### src/rtl/pipeline_ctrl_pkg.sv
// Shared types for the pipeline stall/flush sequencer.
package pipeline_ctrl_pkg;

    // Five sequencer states need three bits of encoding.
    localparam logic [2:0] PCTL_RUN_ENC   = 3'd0;
    localparam logic [2:0] PCTL_HAZ_ENC   = 3'd1;
    localparam logic [2:0] PCTL_MEMW_ENC  = 3'd2;
    localparam logic [2:0] PCTL_FLUSH_ENC = 3'd3;
    localparam logic [2:0] PCTL_ERR_ENC   = 3'd4;

    typedef enum logic [2:0] {
        PCTL_RUN   = PCTL_RUN_ENC,
        PCTL_HAZ   = PCTL_HAZ_ENC,
        PCTL_MEMW  = PCTL_MEMW_ENC,
        PCTL_FLUSH = PCTL_FLUSH_ENC,
        PCTL_ERR   = PCTL_ERR_ENC
    } pctl_state_t;

    // Freeze/flush bundle for top-level wiring.
    typedef struct packed {
        logic pc_freeze;
        logic if_id_freeze;
        logic id_ex_freeze;
        logic ex_mem_freeze;
        logic if_id_flush;
        logic id_ex_flush;
        logic mem_wb_flush;
    } pctl_ctrl_t;

endpackage

### src/rtl/sat_counter.sv
// Saturating up-counter used for the stall/flush statistics.
module sat_counter #(
    parameter int unsigned W = 8
) (
    input  logic         clk,
    input  logic         rst,
    input  logic         inc,
    output logic [W-1:0] count
);

    // Count up on inc, holding at all-ones.
    always_ff @(posedge clk or negedge rst) begin
        if (!rst) begin
            count <= '0;
        end else if (inc && (count != '1)) begin
            count <= count + 1'b1;
        end
    end

endmodule

### src/rtl/pipeline_stall_controller.sv
// Arbitrates memory wait, branch flush and data-hazard stall into
// per-register freeze/flush controls, with a memory-wait watchdog.
module pipeline_stall_controller
    import pipeline_ctrl_pkg::*;
#(
    parameter int unsigned TIMEOUT = 64,
    parameter int unsigned STALL_W = 32,
    parameter int unsigned FLUSH_W = 16
) (
    input  logic               clk,
    input  logic               rst,
    input  logic               hazard_detected,
    input  logic               branch_taken,
    input  logic               mem_req,
    input  logic               sram_ready,
    output logic               pc_freeze,
    output logic               if_id_freeze,
    output logic               id_ex_freeze,
    output logic               ex_mem_freeze,
    output logic               if_id_flush,
    output logic               id_ex_flush,
    output logic               mem_wb_flush,
    output logic               wd_error,
    output logic [STALL_W-1:0] stall_cycles,
    output logic [FLUSH_W-1:0] flush_count
);

    localparam int unsigned WCNT_W = $clog2(TIMEOUT) + 1;

    pctl_state_t       state;
    pctl_state_t       state_nxt;
    pctl_ctrl_t        ctrl;
    logic [WCNT_W-1:0] wait_cnt;
    logic              mem_wait;
    logic              wd_trip;
    logic              flush_evt;

    assign mem_wait = mem_req & ~sram_ready;
    assign wd_trip  = mem_wait && (wait_cnt == WCNT_W'(TIMEOUT - 1));

    // Priority decode: ERR > memory wait > branch flush > hazard > run.
    always_comb begin
        ctrl      = '0;
        state_nxt = PCTL_RUN;
        flush_evt = 1'b0;
        if (state == PCTL_ERR) begin
            ctrl.pc_freeze     = 1'b1;
            ctrl.if_id_freeze  = 1'b1;
            ctrl.id_ex_freeze  = 1'b1;
            ctrl.ex_mem_freeze = 1'b1;
            ctrl.mem_wb_flush  = 1'b1;
            state_nxt          = PCTL_ERR;
        end else if (mem_wait) begin
            // A branch held in EXE during the wait is flushed once memory releases.
            ctrl.pc_freeze     = 1'b1;
            ctrl.if_id_freeze  = 1'b1;
            ctrl.id_ex_freeze  = 1'b1;
            ctrl.ex_mem_freeze = 1'b1;
            ctrl.mem_wb_flush  = 1'b1;
            state_nxt          = wd_trip ? PCTL_ERR : PCTL_MEMW;
        end else if (branch_taken) begin
            // Any hazard now is on the wrong path and is dropped.
            ctrl.if_id_flush = 1'b1;
            ctrl.id_ex_flush = 1'b1;
            flush_evt        = 1'b1;
            state_nxt        = PCTL_FLUSH;
        end else if (hazard_detected) begin
            ctrl.pc_freeze    = 1'b1;
            ctrl.if_id_freeze = 1'b1;
            ctrl.id_ex_flush  = 1'b1;
            state_nxt         = PCTL_HAZ;
        end
    end

    // State, watchdog wait counter and sticky error flag.
    always_ff @(posedge clk or negedge rst) begin
        if (!rst) begin
            state    <= PCTL_RUN;
            wait_cnt <= '0;
            wd_error <= 1'b0;
        end else begin
            state    <= state_nxt;
            wd_error <= wd_error | (state_nxt == PCTL_ERR);
            if (mem_wait && (state != PCTL_ERR)) begin
                wait_cnt <= wait_cnt + 1'b1;
            end else if (!mem_wait) begin
                wait_cnt <= '0;
            end
        end
    end

    assign pc_freeze     = ctrl.pc_freeze;
    assign if_id_freeze  = ctrl.if_id_freeze;
    assign id_ex_freeze  = ctrl.id_ex_freeze;
    assign ex_mem_freeze = ctrl.ex_mem_freeze;
    assign if_id_flush   = ctrl.if_id_flush;
    assign id_ex_flush   = ctrl.id_ex_flush;
    assign mem_wb_flush  = ctrl.mem_wb_flush;

    sat_counter #(.W(STALL_W)) u_stall_cnt (
        .clk   (clk),
        .rst   (rst),
        .inc   (ctrl.pc_freeze | ctrl.ex_mem_freeze),
        .count (stall_cycles)
    );

    sat_counter #(.W(FLUSH_W)) u_flush_cnt (
        .clk   (clk),
        .rst   (rst),
        .inc   (flush_evt),
        .count (flush_count)
    );

endmodule

### config.mk
export PLATFORM = sky130hd
export DESIGN_NAME = pipeline_stall_controller
export DESIGN_NICKNAME = d
export VERILOG_FILES = /design/src/rtl/pipeline_ctrl_pkg.sv /design/src/rtl/sat_counter.sv /design/src/rtl/pipeline_stall_controller.sv
export SDC_FILE = /design/constraint.sdc
export NUM_CORES = 1
export LEC_CHECK = 0
export ABC_AREA = 1
export CORE_ASPECT_RATIO = 1.1
export CORE_UTILIZATION = 40
export CTS_CLUSTER_DIAMETER = 80
export CTS_CLUSTER_SIZE = 30
export DETAILED_ROUTE_END_ITERATION = 10
export MAX_ROUTING_LAYER = met4
export PLACE_DENSITY = 0.74
export SYNTH_ARGS = -nofsm -noshare
export SYNTH_HDL_FRONTEND = slang
export SYNTH_SLANG_ARGS = --single-unit
### constraint.sdc
create_clock -name clk -period 1.9 [get_ports clk]
set_input_delay 0.475 -clock clk [delete_from_list [all_inputs] [get_ports clk]]
set_output_delay 0.475 -clock clk [all_outputs]
set_load 0.05 [all_outputs]
==> results_dict.tcl, run 1 <==
set metrics [dict create \
    portBuffers 61 \
    hold_viol 0 \
    ys_warn_count 0 \
    syn_area_um2 3606 \
    cts_tree "done" \
    clkPwrFrac_pct 33.6 \
    grt_pass1_wl_mm 14.78 \
    postLayoutSetupSlackWorst_ns 0.06588 \
    p_switching_w 0.001292 \
    antenna_found_initial 0 \
    clock.fmax_ghz 0.5452 \
    root_buffer "clkbuf_8" \
    io_pins 62 \
    area_delta_synth_final_pct 29.32 \
    first_pass_iters 4 \
    dieArea_um2 9399 \
    synth.distinct_cells 26 \
    die_y_um 101.6 \
    seqPwrFrac_pct 40.5 \
    avgSynthCellArea_um2 7.057 \
    fp-row-count 35 \
    internal_power_w 0.002432 \
    initial_core_util_pct 42.23 \
    track_usage_pct 20.50 \
    holdCritPathClass "primary input to asynchronous set/reset pin" \
    worst-slew-pin-transition_ns 0.5334 \
    drc_errors 0 \
    die_x_um 92.53 \
    clkSlewWorstSetupHoldPaths_ns 0.08 \
    setup_viol 0 \
    core-area_um2 8539 \
    critical_path.startpoint_type "primary input" \
    grt_pass1_vias 3370 \
    worst-path-max-fanout 3 \
    final_cell_mix "nand2_1, nor2_1, buf_4" \
    max_cap_viol_count 0 \
    grt_max_degree 60 \
    clock_path_buffers 2 \
    slew_headroom_pct 64.31 \
    finalWeightedCongestion 0.9275 \
    grt-ovfl-total 0 \
    final_common_cell "nand2_1" \
    antennaDiodeCount 0 \
    combPwrFrac_pct 25.9 \
    grt_setup_unrepaired "no" \
    routed_wl_mm 8.599 \
    via_count 3512 \
    cts_sinks 59 \
    worstSetupEndpointType "output port" \
    p_leak_nw 2.242 \
    cp_data_required_time_ns 1.42 \
    fin_crit_ns 1.834 \
    cp.arrival_ns 1.36 \
    drt_iter0_markers 153 \
    power.total_w 0.003724 \
    cts_buffers 9 \
    finalClockSkew_ns 0.009720 \
    synth_cells 511 \
    power_density_nw_per_um2 798.6 \
    drive_gt1_share_pct 21.14 \
    yosys_register_bits 59 \
    ant_nets 0 \
    post-dp-hpwl_mm 6.316 \
    ir_worst_vdd_v 0.0007276 \
    drv_slew 0 \
    ctsHtreeMaxLevel 3 \
    fin_crit_sh_pct 96.53 \
    critical_path_class "primary input to output port" \
    pre_cts_slack_ns -0.2893 \
    nets 600 \
    insertion_delay_ns 0.34 \
    routedWlPerCell_um 12.16 \
    via_per_inst 4.967 \
    seq_area_frac_synth_pct 40.94 \
    p_sw_share_pct 34.69 \
    syn_nets 520 \
    status "complete, no violations" \
]
[stage by stage]
step                      utilization, %  hold slack, ns  setup TNS, ns  instance area (µm²)  cells
final                              54.61          0.1317              0                 4663    707
after global routing               54.61          0.1326              0                 4663    707
after CTS                          54.49          0.1275              0                 4653    707
after detailed placement           51.16          0.4620         -9.771                 4369    686
after global placement             51.16          0.4574         -7.683                 4369    686
after floorplan                        -          0.1794       -0.02691                 3621    511
[cell usage after synthesis, drive strengths merged]
cell / instances / area share, %
buf: 10 / 2.2
xor2: 8 / 1.9
ha: 3 / 1.0
or2: 1 / 0.17
nor3: 7 / 1.3
dfrtp: 59 / 41
inv: 50 / 5.2
xnor2: 12 / 2.9
a21oi: 7 / 0.97
and2: 1 / 0.17
nand2: 201 / 22
o21ai: 12 / 1.7
nor2: 77 / 9.6
nand3: 42 / 6.1
nand3b: 4 / 0.83
nand4: 17 / 2.9
[worst paths after layout]
| kind | depth (start not counted) | slack, ns | from | to |
|---|---|---|---|---|
| max in group asynchronous | 2 | 1.50 | rst | u_stall_cnt.count[0]$_DFFE_PN0P_ |
| max reg2reg | 8 | 0.17 | u_flush_cnt.count[0]$_DFFE_PN0P_ | u_flush_cnt.count[15]$_DFFE_PN0P_ |
| max | 4 | 0.07 | hazard_detected | if_id_freeze |
| min in group clk | 1 | 0.47 | wd_error$_DFF_PN0_ | wd_error$_DFF_PN0_ |
| min reg2reg | 1 | 0.47 | wd_error$_DFF_PN0_ | wd_error$_DFF_PN0_ |
| min | 2 | 0.13 | rst | u_stall_cnt.count[4]$_DFFE_PN0P_ |
[cell type report]
type / instances / area [µm²]
multi-input combinational: 392 / 1921
clock inverter: 5 / 77.57
tap: 111 / 138.9
timing repair buffer: 79 / 725.7
fill: 814 / 3876
clock buffer: 11 / 131.4
sequential: 59 / 1479
inverter: 50 / 190.2
[routing by layer]
| layer | up-vias | GRT usage [%] | share of wire, % |
|---|---|---|---|
| met1 | 1628 | 24.05 | 44 |
| met4 | 0 | 7.452 | 1.3 |
| met3 | 12 | 4.655 | 5.6 |
| met2 | 103 | 34.42 | 49 |
| met5 | - | - | 0 |
| li1 | 1769 | - | - |
[flip-flops by register name, summed over array words and instances (netlist names)]
signal             flops
u_flush_cnt.count     16
wait_cnt               7
wd_error               1
u_stall_cnt.count     32
state                  3
[timing repair]
action                     CTS  global route
hold buffers                 0             0
setup endpoints to repair    7            10
buffers inserted             5             0
pin swaps                    3             0
resized for setup           15             3
[logic make-up (layout without fill, tap and decap cells)]
| family | count (synthesis) | in the layout | synth area share [%] |
|---|---|---|---|
| compound gates | 19 | 19 | 2.637 |
| buf+inv | 60 | 145 | 7.391 |
| flops | 59 | 59 | 40.94 |
| simple gates | 350 | 350 | 43.13 |
| fa+ha+maj | 3 | 3 | 1.041 |
| xor+xnor | 20 | 20 | 4.858 |
[critical path, cell delays in order]
cell             delay [ns]
clkdlybuf4s50_1        0.49
nand2_1                0.11
nand3_4                0.13
buf_12                 0.14
[power groups by stage]
stage                     sequential (W)  clock (W)  combinational, W
final                            0.00151    0.00125          0.000963
after floorplan                  0.00184          0          0.000321
after detailed placement         0.00153          0          0.000950
after CTS                        0.00151    0.00129          0.000969
after global routing             0.00152    0.00134           0.00103
after global placement           0.00153          0          0.000944
Power figures use the tool's default switching activity.
==> run 2: changes to the inputs <==
--- a/config.mk
+++ b/config.mk
@@ -8,11 +8,13 @@
 export ABC_AREA = 1
 export CORE_ASPECT_RATIO = 1.1
 export CORE_UTILIZATION = 40
+export CTS_BUF_LIST = sky130_fd_sc_hd__clkbuf_16
 export CTS_CLUSTER_DIAMETER = 80
 export CTS_CLUSTER_SIZE = 30
 export DETAILED_ROUTE_END_ITERATION = 10
 export MAX_ROUTING_LAYER = met4
 export PLACE_DENSITY = 0.74
+export SLEW_MARGIN = 25
 export SYNTH_ARGS = -nofsm -noshare
 export SYNTH_HDL_FRONTEND = slang
 export SYNTH_SLANG_ARGS = --single-unit
==> results_dict.tcl, run 2 (synthesized netlist as in run 1, its figures left out) <==
set metrics [dict create \
    status "complete, no violations" \
    seqPwrFrac_pct 36.1 \
    post-dp-hpwl_mm 6.316 \
    top_regs "u_stall_cnt.count (32), u_flush_cnt.count (16), wait_cnt (7)" \
    p_leak_nw 2.313 \
    ir_worst_vdd_v 0.0007269 \
    multi_input_area_um2 1926 \
    reg2reg_from "u_flush_cnt.count[0]$_DFFE_PN0P_" \
    drt_iter0_markers 162 \
    via_count 3533 \
    track_usage_pct 20.60 \
    clkPwrFrac_pct 40.9 \
    clock.fmax_ghz 0.5448 \
    largest_register_ffs 32 \
    routedWlPerCell_um 12.30 \
    power_density_nw_per_um2 875.2 \
    pre_cts_slack_ns -0.2893 \
    grt_pass1_wl_mm 14.79 \
    p_sw_share_pct 32.40 \
    grt_max_degree 60 \
    insertion_delay_ns 0.33 \
    root_buffer "clkbuf_16" \
    portBuffers 61 \
    io_pins 62 \
    ant_nets 0 \
    slew_headroom_pct 67.13 \
    cts_buffers 9 \
    postLayoutSetupSlackWorst_ns 0.06462 \
    ctsHtreeMaxLevel 3 \
    internal_power_w 0.002831 \
    nets 602 \
    holdCritPathClass "primary input to asynchronous set/reset pin" \
    cts_tree "done" \
    post_dp_cell_area_um2 4369 \
    grt-ovfl-total 0 \
    cts_sinks 59 \
    final.fill_count 799 \
    area_delta_synth_final_pct 32.72 \
    combPwrFrac_pct 23.0 \
    fin_crit_sh_pct 96.60 \
    final_common_cell "nand2_1" \
    core-area_um2 8539 \
    final_cell_mix "nand2_1, nor2_1, buf_4" \
    cp.arrival_ns 1.36 \
    critical_path_class "primary input to output port" \
    routed_wl_mm 8.720 \
    worst-path-max-fanout 3 \
    finalClockSkew_ns 0.006297 \
    seqCellArea_um2 1479 \
    r2r_cells 8 \
    drc_errors 0 \
    drive_gt1_share_pct 21.40 \
    grt_setup_unrepaired "no" \
    clock_path_buffers 2 \
    first_pass_iters 5 \
    setup_viol 0 \
    fin_crit_ns 1.835 \
    via_per_inst 4.983 \
    initial_core_util_pct 42.23 \
    worst-slew-pin-transition_ns 0.4912 \
    startpoint "hazard_detected" \
    grt_pass1_vias 3355 \
    critPathCapture "if_id_freeze" \
    antenna_found_initial 0 \
    largest-register "u_stall_cnt.count" \
    max_cap_viol_count 0 \
    die_x_um 92.53 \
    regToRegSetupSlack_ns 0.17 \
    die_y_um 101.6 \
    clkSlewWorstSetupHoldPaths_ns 0.05 \
    hold_viol 0 \
    p_switching_w 0.001357 \
    worstSetupEndpointType "output port" \
    final_cell_area_um2 4786 \
    drv_slew 0 \
    critical_path.startpoint_type "primary input" \
    dieArea_um2 9399 \
    cp_data_required_time_ns 1.42 \
    rr_endpoint "u_flush_cnt.count[15]$_DFFE_PN0P_" \
    antennaDiodeCount 0 \
    finalWeightedCongestion 0.9275 \
    fp-row-count 35 \
]
## run 2: changes by cell type in the layout (fill, tap and decap cells not counted), sizes merged
| cell | before | now |
|---|---|---|
| clkbuf | 11 | 9 |
| inv | 50 | 51 |
| buf | 75 | 77 |
| clkinvlp | 1 | 2 |
## run 2: metrics by stage
stage / instances / total power, W / hold WS, ns / utilization [%] / TNS, ns
4_1_cts: 707 / 0.004215 / 0.1550 / 55.68 / 0
2_1_floorplan: 511 / 0.002165 / 0.1794 / - / -0.02691
5_1_grt: 709 / 0.004354 / 0.1663 / 56.04 / 0
6_report: 709 / 0.004188 / 0.1418 / 56.04 / 0
3_5_place_dp: 686 / 0.002480 / 0.4620 / 51.16 / -9.771
3_3_place_gp: 686 / 0.002471 / 0.4574 / 51.16 / -7.683
## run 2: power groups by stage
stage	logic, W	registers, W	clock network (W)
global route	0.00103	0.00153	0.00179
detailed placement	0.000950	0.00153	0
floorplan	0.000321	0.00184	0
global placement	0.000944	0.00153	0
CTS	0.000969	0.00151	0.00173
finish	0.000964	0.00151	0.00171
## run 2: worst min-delay path by stage
stage                       start                               end  slack [ns]  cells past startpoint
2_1_floorplan                 rst                state[0]$_DFF_PN0_        0.18                      0
3_3_place_gp   wd_error$_DFF_PN0_                wd_error$_DFF_PN0_        0.46                      1
3_5_place_dp   wd_error$_DFF_PN0_                wd_error$_DFF_PN0_        0.46                      1
4_1_cts                       rst  u_stall_cnt.count[5]$_DFFE_PN0P_        0.16                      2
5_1_grt                       rst  u_stall_cnt.count[4]$_DFFE_PN0P_        0.17                      2
6_report                      rst  u_stall_cnt.count[4]$_DFFE_PN0P_        0.14                      2
## run 2: area by class of cell
type / instances / area share (%)
repair buffers: 81 / 15.48
well taps: 111 / 2.902
clock inverters: 7 / 1.778
inverters: 50 / 4.000
flip-flops and latches: 59 / 30.90
multi-input cells: 392 / 40.24
clock buffers: 9 / 4.706
## run 2: critical path, cell delays in order
cell	delay (ns)
clkdlybuf4s50_1	0.50
nand2_1	0.11
nand3_4	0.13
buf_12	0.14
## run 2: per-layer routing
| metal | vias to the layer above | wire length [µm] | track usage, % |
|---|---|---|---|
| li1 | 1773 | - | - |
| met5 | - | 0 | - |
| met4 | 0 | 160 | 8.413 |
| met1 | 1639 | 3847 | 23.90 |
| met2 | 107 | 4256 | 34.87 |
| met3 | 14 | 455 | 4.129 |
## run 2: timing repair
action / CTS / global route
gates resized for setup: 14 / 4
hold buffers: 0 / 0
pin swaps: 3 / 0
setup endpoints to repair: 7 / 13
buffers inserted: 5 / 2
